$ cat src/rtl/prime_engine.sv
// Self-sequenced primality engine: counts the divisors of a latched operand by
// repeated subtraction and reports the count and a prime flag over start/busy/done.
module prime_engine #(
   parameter int WIDTH = 8
) (
   input  logic             clk,
   input  logic             rst_n,
   input  logic             start,
   input  logic [WIDTH-1:0] n,
   output logic             busy,
   output logic             done,
   output logic             is_prime,
   output logic [WIDTH-1:0] div_count,
   output logic [WIDTH-1:0] sal
);

   typedef enum logic [1:0] {
      IDLE = 2'd0,
      SUB  = 2'd1,
      FIN  = 2'd2
   } state_t;

   localparam logic [WIDTH-1:0] ZERO = {WIDTH{1'b0}};
   localparam logic [WIDTH-1:0] ONE  = {{(WIDTH-1){1'b0}}, 1'b1};
   localparam logic [WIDTH-1:0] TWO  = {{(WIDTH-2){1'b0}}, 2'b10};

   state_t           state_r;
   logic [WIDTH-1:0] a_r;
   logic [WIDTH-1:0] k_r;
   logic [WIDTH-1:0] c_r;
   logic [WIDTH-1:0] n_r;
   logic [WIDTH-1:0] c_eval_s;

   // Divisor count including the current remainder evaluation
   always_comb begin
      c_eval_s = c_r;
      if (a_r == ZERO) begin
         c_eval_s = c_r + ONE;
      end else begin
         c_eval_s = c_r;
      end
   end

   // Control FSM with datapath registers and registered outputs
   always_ff @(posedge clk or negedge rst_n) begin
      if (!rst_n) begin
         state_r   <= IDLE;
         a_r       <= ZERO;
         k_r       <= ZERO;
         c_r       <= ZERO;
         n_r       <= ZERO;
         busy      <= 1'b0;
         done      <= 1'b0;
         is_prime  <= 1'b0;
         div_count <= ZERO;
         sal       <= ZERO;
      end else begin
         case (state_r)
            IDLE: begin
               if (start) begin
                  n_r <= n;
                  sal <= n;
                  a_r <= n;
                  k_r <= n;
                  c_r <= ZERO;
                  // Zero has no divisors in 1..N, so finish on the start edge
                  if (n == ZERO) begin
                     state_r   <= FIN;
                     busy      <= 1'b0;
                     done      <= 1'b1;
                     div_count <= ZERO;
                     is_prime  <= 1'b0;
                  end else begin
                     state_r <= SUB;
                     busy    <= 1'b1;
                  end
               end
            end
            SUB: begin
               if (a_r >= k_r) begin
                  a_r <= a_r - k_r;
               end else begin
                  c_r <= c_eval_s;
                  if (k_r == ONE) begin
                     state_r   <= FIN;
                     busy      <= 1'b0;
                     done      <= 1'b1;
                     div_count <= c_eval_s;
                     is_prime  <= (c_eval_s == TWO);
                  end else begin
                     k_r <= k_r - ONE;
                     a_r <= n_r;
                  end
               end
            end
            FIN: begin
               done    <= 1'b0;
               state_r <= IDLE;
            end
            default: begin
               state_r <= IDLE;
               busy    <= 1'b0;
               done    <= 1'b0;
            end
         endcase
      end
   end

endmodule
$ cat config.mk
export PLATFORM = sky130hd
export DESIGN_NAME = prime_engine
export DESIGN_NICKNAME = d
export VERILOG_FILES = /design/src/rtl/prime_engine.sv
export SDC_FILE = /design/constraint.sdc
export NUM_CORES = 1
export LEC_CHECK = 0
export CAP_MARGIN = 20
export CORE_AREA = 3 3 93 117
export DETAILED_ROUTE_END_ITERATION = 12
export DIE_AREA = 0 0 96 120
export PLACE_DENSITY = 0.55
export SLEW_MARGIN = 20
export SYNTH_ARGS = -nofsm -noshare
export SYNTH_HDL_FRONTEND = slang
export SYNTH_SLANG_ARGS = --single-unit
$ cat constraint.sdc
create_clock -name clk -period 3.7 [get_ports clk]
set_input_delay 0.74 -clock clk [delete_from_list [all_inputs] [get_ports clk]]
set_output_delay 0.74 -clock clk [all_outputs]
set_load 0.02 [all_outputs]
## Yosys cells after proc, flatten, opt, wreduce, memory -nomap -nowiden

Cells that the tools add are included.

| storage, ports and cells | value |
|---|---|
| word-level logic and storage cells | 72 |
| flip-flop bits (word level) | 45 |

| operators by class | value |
|---|---|
| add/sub/neg operators | 3 |
| bitwise logic cells | 1 |
| multiplexer cells | 36 |
| $lt $le $gt $ge | 1 |
| reductions and logical operators | 12 |
| equality and inequality tests | 10 |

Operators with widths:

| kind | number |
|---|---|
| $mux 8 | 12 |
| $pmux 8 s2 | 4 |
| $logic_not 8->1 | 2 |
| $mux 1 | 12 |
| $reduce_and 4->1 | 3 |
| $ne 2x2->1 const B | 5 |
| $reduce_and 3->1 | 3 |
| $add 8x1->8 const B | 1 |
| $eq 8x1->1 const B | 1 |
| $eq 8x2->1 const B | 1 |
| $ge 8x8->1 | 1 |
| $mux 2 | 4 |
| $sub 8x1->8 const B | 1 |
| $sub 8x8->8 | 1 |
| $reduce_and 5->1 | 1 |
| $pmux 1 s2 | 2 |
| $pmux 2 s2 | 1 |
| $ne 3x3->1 const B | 1 |
| $pmux 1 s3 | 1 |
| $eq 2x1->1 const B | 1 |
| $eq 2x2->1 const B | 1 |
| $logic_not 2->1 | 1 |
| $reduce_and 2->1 | 1 |
| $reduce_bool 2->1 | 1 |
| $not 1->1 | 1 |

## Longest topological paths before layout

Gate-level depths: netlist (run 1).

| logic depth | value |
|---|---|
| depth after elaboration | 6 |
| mapped depth | 12 |

## Worst setup path after synthesis (run 1)

Ideal clock, no wire load.

| timing | value |
|---|---|
| kind | register to register |
| from | register k_r[0] |
| to | register div_count[2] |
| arrival time | 2,508 ps |
| buffers on the path | 3 |
| cell stages (with the launch flop) | 11 |
| setup slack | 1,056 ps |
| required time | 3,563 ps |
| period minus slack after synthesis | 2,644 ps |
| cells stage by stage | dfrtp_1 > ha_1 > fa_1 > nand2b_1 > a21oi_1 > o2111a_1 > clkbuf_1 > o31a_1 > buf_2 > clkbuf_1 > o21ai_0 |

| between the ends | value |
|---|---|
| word-level cells in the longest chain between the ends | 3 |
| elaborated cells on any way between the ends | 5 |

Ends and longest elaborated chain:

| what | RTL line | RTL |
|---|---|---|
| start, declared | 29 | `logic [WIDTH-1:0] k_r;` |
| start signal, assigned | 64 | `k_r <= n;` |
| start signal, assigned | 91 | `k_r <= k_r - ONE;` |
| $ge 8x8->1 or $eq 8x1->1 (tied branches) | 80, 84 |  |
| $ne 2x2->1 (no line) | n/a |  |
| $reduce_and 5->1 (no line) * | n/a |  |
| end signal, assigned | 88 | `div_count <= c_eval_s;` |
| end, declared | 13 | `output logic [WIDTH-1:0] div_count,` |

Every way passes the cells marked *; elsewhere a longest branch is shown, timed or not.
A chain may end at the register's enable or synchronous reset.

## Worst setup path in the final report (run 1)

| timing | value |
|---|---|
| from | register k_r[0] |
| to | register div_count[1] |

The elaborated chain is that of the path after synthesis.

==> results of run 1 <==
final cells by class:
type / count / area (um^2)
fillers: 1058 / 6530
multi-input cells: 267 / 1650
flip-flops and latches: 45 / 1130
repair buffers: 35 / 333
well taps: 129 / 161
clock buffers: 7 / 143
inverters: 15 / 56.3
cells in the final DEF, fill, tap and decap left out, types with 4 or more instances in the layout:
cell              n
a21oi_1          20
a22oi_1           4
a31oi_1           7
and3_1            4
buf_4             7
clkbuf_16         5
clkdlybuf4s50_1  28
dfrtp_1          45
ha_1             11
inv_1            15
nand2_1          62
nand2b_1          5
nand3_1          11
nor2_1           23
nor3_1           11
nor4_1            4
o21ai_0          20
o31ai_1          12
or3_1             4
xnor2_1           7
flip-flops by register name (all words and copies together) (netlist names):
name / cells
a_r: 8
c_r: 8
div_count: 8
k_r: 8
n_r: 8
state_r: 2
busy: 1
done: 1
is_prime: 1
power by group through the flow:
stage / Sequential (W) / Combinational (W) / Clock, W
2_1_floorplan: 0.000939 / 0.00143 / 0
3_3_place_gp: 0.000953 / 0.00207 / 0
3_5_place_dp: 0.000957 / 0.00207 / 0
4_1_cts: 0.000950 / 0.00209 / 0.000456
5_1_grt: 0.000986 / 0.00233 / 0.000479
6_report: 0.000950 / 0.00208 / 0.000440
path summary, 6_finish.rpt:
| check | from | end | depth (start not counted) |
|---|---|---|---|
| hold / removal | rst_n | div_count[0] | 1 |
| max in group asynchronous | rst_n | a_r[6] | 1 |
| setup reg to reg | k_r[0] | div_count[1] | 7 |
| hold reg to reg | div_count[5] | div_count[5] | 2 |
| setup / recovery | k_r[0] | div_count[1] | 7 |
| min in group clk | div_count[5] | div_count[5] | 2 |
cell families (layout without fill, tap and decap cells):
logic type,count (synthesis),after routing,share of synthesized area
buf+inv,32,57,0.0468
fa+ha+maj,12,12,0.0541
flops,45,45,0.387
simple gates,137,137,0.222
xor+xnor,10,10,0.0301
mux,7,7,0.0258
compound gates,101,101,0.235
layer usage:
layer  track usage  up-vias
met1         0.196     1306
met3        0.0245       18
li1              -     1304
met4        0.0712        0
met2         0.265       67
met5             0        -
per-stage QoR:
step                      utilization  setup WS, ns
final                           0.347         0.655
after global routing            0.347         0.450
after CTS                       0.347         0.656
after detailed placement        0.332         0.682
after global placement          0.332         0.738
after floorplan                     -          1.06
==> flow_metrics.env, run 1 <==
export IMPL_drive_above_1_share=0.0678
export IMPL_hold_violations=0
export IMPL_hold_class="in -> async"
export IMPL_cts_buffers_inserted=5
export IMPL_place_area_um2=3320
export IMPL_p_int_w=0.00182
export IMPL_rsz0062_at_grt="no"
export IMPL_postSynthRegisterBits=45
export IMPL_yosysSeqAreaShare=0.387
export IMPL_max_freq_mhz=328
export IMPL_die_h_um=120
export IMPL_final_area_um2=3470
export IMPL_critPathTopFamily="compound AO/OA/AOI/OAI gates"
export IMPL_worst_pin_slew_ns=0.713
export IMPL_crit_path_start_kind="flip-flop"
export IMPL_yosysUniqueCellTypes=61
export IMPL_p_per_area_nw_per_um2=1000
export IMPL_drt_wl_total_mm=8.49
export IMPL_p_sw_w=0.00165
export IMPL_yosysMostFrequentCell="nand2_1"
export IMPL_port_buffers=29
export IMPL_synthesis_nets=367
export IMPL_p_comb_frac=0.599
export IMPL_area_growth_pct=19.1
export IMPL_crit_type="reg -> reg"
export IMPL_initial_core_util=0.291
export IMPL_antenna_found_initial=0
export IMPL_clkPwrFrac=0.127
export IMPL_synth_edf_count=0
export IMPL_cts_buffer_depth=2
export IMPL_syn_cell_area_um2=2910
export IMPL_path_cells="ha_1 -> fa_1 -> nand2b_1 -> a21oi_1 -> o2111a_1 -> o31a_1 -> mux2_2"
export IMPL_worstPathRequired_ns=3.87
export IMPL_antenna_left=0
export IMPL_fin_crit_sh=0.823
export IMPL_finalSetupViolCount=0
export IMPL_die_area_um2=11500
export IMPL_crit_arrival_ns=3.21
export IMPL_ir_drop_uv=353
export IMPL_tns_ns=0
export IMPL_grt_total_usage=0.158
export IMPL_cts_root_buffer="clkbuf_16"
export IMPL_grt_pass1_wl_mm=14.2
export IMPL_final_cells=498
export IMPL_top_layer_used="met4"
export IMPL_synth_cells=344
export IMPL_dpl_hpwl_mm=6.41
export IMPL_seqPwrFrac=0.274
export IMPL_drc=0
export IMPL_wl_per_cell_um=17.0
export IMPL_p_leak_nw=1.50
export IMPL_wl_met3_um=356
export IMPL_num_rows=41
export IMPL_switching_share=0.475
export IMPL_wl_met1_mm=3.53
export IMPL_slew_headroom=0.521
export IMPL_path_clk_slew_ns=0.06
export IMPL_critPathBufInv=0
export IMPL_drtPass1Iterations=4
export IMPL_synth_async_reset_ratio=1.00
export IMPL_critPathMaxStageDelay_ns=0.57
export IMPL_total_power_w=0.00347
export IMPL_pin_count=30
export IMPL_hold_slack_ns=0.466
export IMPL_grt_max_degree=46
export IMPL_gp_congestion=0.897
export IMPL_ctsHoldBuffers=0
export IMPL_place_inst=491
export IMPL_synth_top_area_cell="dfrtp_1"
export IMPL_drv_slew=0
export IMPL_synth_commonest_cells="62 x nand2_1, 45 x dfrtp_1, 23 x nor2_1"
export IMPL_core_area_um2=10000
export IMPL_cap_viol_max_count=0
export IMPL_clock_latency_ns=0.28
export IMPL_cts_resized=0
export IMPL_die_x_um=96
export IMPL_via_per_inst=5.41
export IMPL_dr_wl_met2_mm=4.32
export IMPL_overflow=0
export IMPL_drt_iter0_drc=164
export IMPL_synth_area_top_cells="dfrtp_1 39%, nand2_1 8.0%, ha_1 4.7%"
export IMPL_cp_max_fo=16
export IMPL_post_cts_buffers=0
export IMPL_grt_pass1_vias=2742
export IMPL_yosys_warnings=0
export IMPL_vias=2695
export IMPL_regToRegSetupSlack_ns=0.65
export IMPL_cts_num_sinks=45
export IMPL_cts_tree="yes"
export IMPL_synth_top_area_frac=0.387
export IMPL_cpMaxStageDelayCell="o31a_1"
export IMPL_clock_skew_ns=0.00553
export IMPL_end_kind="flip-flop"
export IMPL_min_period_ns=3.05
export IMPL_nNetsFinal=392
export IMPL_status="finished clean"
export IMPL_avgSynthCellArea_um2=8.47
export IMPL_synth_ff_type="dfrtp_1"
export IMPL_n_antenna_cell=0
export IMPL_htree_levels=2
(Power assumes the default switching activity.)
==> run 2: changes to the inputs <==
--- a/config.mk
+++ b/config.mk
@@ -9,7 +9,7 @@
 export CORE_AREA = 3 3 93 117
 export DETAILED_ROUTE_END_ITERATION = 12
 export DIE_AREA = 0 0 96 120
-export PLACE_DENSITY = 0.55
+export PLACE_DENSITY = 0.56
 export SLEW_MARGIN = 20
 export SYNTH_ARGS = -nofsm -noshare
 export SYNTH_HDL_FRONTEND = slang
==> constraint.sdc (replaced) <==
create_clock -name clk -period 2.55 [get_ports clk]
set_input_delay 0.51 -clock clk [delete_from_list [all_inputs] [get_ports clk]]
set_output_delay 0.51 -clock clk [all_outputs]
set_load 0.02 [all_outputs]
==> flow_metrics.env, run 2 (synthesis results as in run 1) <==
export IMPL_status="finished clean"
export IMPL_drive_above_1_share=0.222
export IMPL_grt_total_usage=0.166
export IMPL_die_area_um2=11500
export IMPL_p_int_w=0.00320
export IMPL_tns_ns=0
export IMPL_gp_congestion=0.910
export IMPL_worst_pin_slew_ns=0.502
export IMPL_cts_root_buffer="clkbuf_16"
export IMPL_finalSetupViolCount=0
export IMPL_met2_usage=0.280
export IMPL_cts_tree="yes"
export IMPL_layout_commonest_cell="nand2_1"
export IMPL_initial_core_util=0.291
export IMPL_antenna_left=0
export IMPL_drt_wl_total_mm=9.06
export IMPL_fin_crit_sh=0.981
export IMPL_p_comb_frac=0.667
export IMPL_grt_util_met3=0.0295
export IMPL_p_per_area_nw_per_um2=1490
export IMPL_grt_max_degree=46
export IMPL_area_growth_pct=36.6
export IMPL_drt_iter0_drc=177
export IMPL_hold_slack_ns=0.182
export IMPL_clock_latency_ns=0.30
export IMPL_port_buffers=29
export IMPL_grt_pass1_wl_mm=14.7
export IMPL_ir_drop_uv=597
export IMPL_cts_num_sinks=45
export IMPL_via_per_inst=5.33
export IMPL_switching_share=0.461
export IMPL_seqPwrFrac=0.221
export IMPL_antenna_found_initial=0
export IMPL_vias=2922
export IMPL_final_area_um2=3980
export IMPL_clkPwrFrac=0.113
export IMPL_n_antenna_cell=0
export IMPL_clock_skew_ns=0.00983
export IMPL_num_rows=41
export IMPL_wl_per_cell_um=16.5
export IMPL_core_area_um2=10000
export IMPL_path_clk_slew_ns=0.07
export IMPL_pin_count=30
export IMPL_die_x_um=96
export IMPL_max_freq_mhz=400
export IMPL_drc=0
export IMPL_grt_busiest_layer="met2"
export IMPL_crit_path_start_kind="flip-flop"
export IMPL_crit_arrival_ns=2.68
export IMPL_reg2reg_from="k_r[0]"
export IMPL_slew_headroom=0.663
export IMPL_end_kind="flip-flop"
export IMPL_worstPathRequired_ns=2.73
export IMPL_cts_buffer_depth=2
export IMPL_r2r_end="div_count[1]"
export IMPL_dpl_hpwl_mm=6.92
export IMPL_p_leak_nw=1.77
export IMPL_htree_levels=2
export IMPL_total_power_w=0.00593
export IMPL_overflow=0
export IMPL_hold_violations=0
export IMPL_grt_pass1_vias=2841
export IMPL_use_met1=0.208
export IMPL_cts_buffers_inserted=5
export IMPL_crit_type="reg -> reg"
export IMPL_drv_slew=0
export IMPL_die_h_um=120
export IMPL_hold_class="in -> async"
export IMPL_reg2reg_depth=8
export IMPL_ctsHoldBuffers=0
export IMPL_drtPass1Iterations=4
export IMPL_cap_viol_max_count=0
export IMPL_nNetsFinal=441
export IMPL_p_sw_w=0.00273
export IMPL_cp_max_fo=3
export IMPL_regToRegSetupSlack_ns=0.05
export IMPL_final_cell_mix="61 x nand2_1, 51 x buf_4, 45 x dfrtp_1, 28 x clkdlybuf4s50_1, 23 x nor2_1"
export IMPL_place_area_um2=3680
export IMPL_min_period_ns=2.50
[run 2: changes by cell type in the layout (fill, tap and decap cells not counted), moves of 2 or more]
cell     before  now
buf_4         7   51
o31ai_1      12    7
o31ai_2       0    4
buf_12        0    2
inv_6         0    2
[run 2: cell type report]
type	count	area (um^2)
fill	1032	6020
multi-input combinational	267	1750
sequential	45	1130
timing repair buffer	84	734
tap	129	161
clock buffer	5	125
inverter	15	56.3
clock inverter	3	25.0
[run 2: worst max path at each step]
stage / slack [ns] / from / end / depth (start not counted)
2_1_floorplan: 0.08 / k_r[0] / div_count[1] / 9
3_3_place_gp: -0.15 / a_r[0] / a_r[1] / 8
3_5_place_dp: -0.15 / k_r[0] / is_prime / 10
4_1_cts: 0.04 / k_r[0] / is_prime / 10
5_1_grt: -0.02 / k_r[0] / is_prime / 10
6_report: 0.05 / k_r[0] / div_count[1] / 8
[run 2: routing by layer]
layer  vias up  wire length (um)
li1       1400                 -
met1      1420              3680
met2        88              4740
met3        14               404
met4         0               238
met5         -                 0
[run 2: worst max-delay path, cell delays in order, from the launching register on]
cell and delay [ns]:
dfrtp_1 0.45, ha_4 0.20, fa_2 0.40, nand2b_4 0.17
a21oi_4 0.16, o2111a_2 0.26, buf_6 0.11, o31a_1 0.27
mux2_2 0.37
[run 2: repair_timing]
action                                  4_1_cts  5_1_grt
setup buffers                                 1        5
cloned                                        0        0
endpoints found under the setup margin       14       13
resized for setup                             4       21
pin swaps                                     2        6
[run 2: power by group through the flow]
stage	Clock, W	Sequential (W)	Combinational, W
6_report	0.000667	0.00131	0.00395
2_1_floorplan	0	0.00136	0.00209
3_5_place_dp	0	0.00131	0.00365
5_1_grt	0.000723	0.00135	0.00434
3_3_place_gp	0	0.00130	0.00364
4_1_cts	0.000687	0.00130	0.00372
[run 2: stage by stage]
step,cells,utilization,setup slack (ns)
floorplan,344,-,0.0798
global placement,534,0.367,-0.155
detailed placement,534,0.368,-0.152
CTS,543,0.385,0.0414
global route,548,0.398,-0.0210
finish,548,0.398,0.0477
==> run 3: changes to the inputs <==
--- a/config.mk
+++ b/config.mk
@@ -6,10 +6,11 @@
 export NUM_CORES = 1
 export LEC_CHECK = 0
 export CAP_MARGIN = 20
-export CORE_AREA = 3 3 93 117
+export CORE_AREA = 5 5 95 119
+export CTS_CLUSTER_SIZE = 14
 export DETAILED_ROUTE_END_ITERATION = 12
-export DIE_AREA = 0 0 96 120
-export PLACE_DENSITY = 0.56
+export DIE_AREA = 0 0 100 124
+export PLACE_DENSITY = 0.55
 export SLEW_MARGIN = 20
 export SYNTH_ARGS = -nofsm -noshare
 export SYNTH_HDL_FRONTEND = slang
==> constraint.sdc (replaced) <==
create_clock -name clk -period 3.1 [get_ports clk]
set_input_delay 0.62 -clock clk [delete_from_list [all_inputs] [get_ports clk]]
set_output_delay 0.62 -clock clk [all_outputs]
set_load 0.02 [all_outputs]
==> flow_metrics.env, run 3 (synthesis results as in run 1) <==
export IMPL_die_x_um=100
export IMPL_clock_skew_ns=0.00747
export IMPL_ctsHoldBuffers=0
export IMPL_path_cells="ha_1 -> fa_1 -> nand2b_1 -> a21oi_1 -> o2111a_1 -> buf_4 -> o31a_1 -> mux2_2"
export IMPL_slew_headroom=0.610
export IMPL_core_area_um2=10000
export IMPL_place_area_um2=3370
export IMPL_reg2reg_depth=8
export IMPL_reg2reg_from="k_r[0]"
export IMPL_p_leak_nw=1.54
export IMPL_utilization=0.353
export IMPL_ir_drop_uv=428
export IMPL_grt_pass1_vias=2717
export IMPL_die_area_um2=12400
export IMPL_rsz0062_at_grt="no"
export IMPL_drc=0
export IMPL_final_area_um2=3530
export IMPL_setup_worst_path_end="div_count[1]"
export IMPL_antenna_left=0
export IMPL_critPathMaxStageDelay_ns=0.45
export IMPL_post_cts_buffers=0
export IMPL_fin_crit_sh=0.895
export IMPL_dr_wl_met2_mm=4.36
export IMPL_crit_type="reg -> reg"
export IMPL_cts_num_sinks=45
export IMPL_cts_root_buffer="clkbuf_16"
export IMPL_seqPwrFrac=0.261
export IMPL_drive_above_1_share=0.0853
export IMPL_cp_startpoint="k_r[0]"
export IMPL_r2r_end="div_count[1]"
export IMPL_antenna_found_initial=0
export IMPL_max_freq_mhz=360
export IMPL_num_rows=41
export IMPL_vias=2680
export IMPL_path_clk_slew_ns=0.06
export IMPL_end_kind="flip-flop"
export IMPL_grt_total_usage=0.142
export IMPL_status="finished clean"
export IMPL_wl_per_cell_um=17.0
export IMPL_die_h_um=124
export IMPL_n_antenna_cell=0
export IMPL_worstPathRequired_ns=3.27
export IMPL_layout_commonest_cell="nand2_1"
export IMPL_p_per_area_nw_per_um2=1220
export IMPL_dpl_hpwl_mm=6.62
export IMPL_drv_slew=0
export IMPL_regToRegSetupSlack_ns=0.32
export IMPL_port_buffers=29
export IMPL_crit_path_start_kind="flip-flop"
export IMPL_fillers=1072
export IMPL_cts_buffers_inserted=5
export IMPL_grt_max_degree=46
export IMPL_top_layer_used="met4"
export IMPL_cts_tree="yes"
export IMPL_grt_pass1_wl_mm=13.9
export IMPL_clock_latency_ns=0.29
export IMPL_worst_pin_slew_ns=0.585
export IMPL_htree_levels=2
export IMPL_tns_ns=0
export IMPL_nNetsFinal=398
export IMPL_cts_buffer_depth=2
export IMPL_gp_congestion=0.893
export IMPL_hold_violations=0
export IMPL_cpMaxStageDelayCell="dfrtp_1"
export IMPL_wl_met1_mm=3.57
export IMPL_overflow=0
export IMPL_wl_met3_um=493
export IMPL_cts_resized=0
export IMPL_clkPwrFrac=0.137
export IMPL_final_cell_mix="62 x nand2_1, 45 x dfrtp_1, 28 x clkdlybuf4s50_1, 23 x nor2_1"
export IMPL_finalSetupViolCount=0
export IMPL_cp_max_fo=7
export IMPL_via_per_inst=5.32
export IMPL_drt_wl_total_mm=8.55
export IMPL_p_comb_frac=0.602
export IMPL_switching_share=0.470
export IMPL_drt_iter0_drc=204
export IMPL_p_sw_w=0.00203
export IMPL_p_int_w=0.00229
export IMPL_drtPass1Iterations=4
export IMPL_area_growth_pct=21.3
export IMPL_min_period_ns=2.78
export IMPL_crit_arrival_ns=2.95
export IMPL_initial_core_util=0.291
export IMPL_cap_viol_max_count=0
export IMPL_pin_count=30
export IMPL_hold_class="in -> async"
-- run 3: cell types whose count changed in the layout (fill, tap and decap cells not counted), moves of 2 or more --
cell     change
inv_6        -2
buf_4       -38
o31ai_1      +5
buf_12       -2
o31ai_2      -4
-- run 3: worst min path at each step --
stage,to,slack (ns),depth (start not counted)
2_1_floorplan,a_r[0],0.32,0
3_3_place_gp,div_count[5],0.46,2
3_5_place_dp,div_count[5],0.47,2
4_1_cts,div_count[5],0.48,2
5_1_grt,a_r[1],0.40,1
6_report,div_count[2],0.34,1
-- run 3: per-stage QoR --
step	hold slack (ns)	instances	worst slack, ns	total power [W]
after floorplan	0.324	344	0.456	0.00283
after global placement	0.464	497	0.449	0.00371
after detailed placement	0.468	497	0.372	0.00372
after CTS	0.481	504	0.352	0.00433
after global routing	0.399	504	0.133	0.00465
final	0.339	504	0.325	0.00432
-- run 3: critical path, delay by kind of cell (launching register included) --
kind	cells	cell delay (ns)
compound gates	3	0.84
fa+ha+maj	2	0.64
buf+inv	1	0.17
flops	1	0.45
mux	1	0.37
simple gates	1	0.19
-- run 3: power by group through the flow --
stage | Clock [W] | Sequential, W | Combinational [W]
CTS | 0.000601 | 0.00113 | 0.00260
detailed placement | 0 | 0.00114 | 0.00258
global route | 0.000626 | 0.00117 | 0.00286
global placement | 0 | 0.00114 | 0.00257
floorplan | 0 | 0.00112 | 0.00171
finish | 0.000591 | 0.00113 | 0.00260
-- run 3: final cells by class --
cell class                      instances  area (um^2)  area share
Inverter                               15         56.3      0.0159
Sequential cell                        45         1130       0.319
Tap cell                              129          161      0.0457
Clock inverter                          2         35.0     0.00992
Multi-Input combinational cell        267         1650       0.467
Timing Repair Buffer                   41          378       0.107
Clock buffer                            5          125      0.0354
-- run 3: metal layers --
metal,global-route usage,vias to the layer above
li1,-,1309
met5,0,-
met4,0.0345,0
met3,0.0241,11
met1,0.175,1289
met2,0.258,71
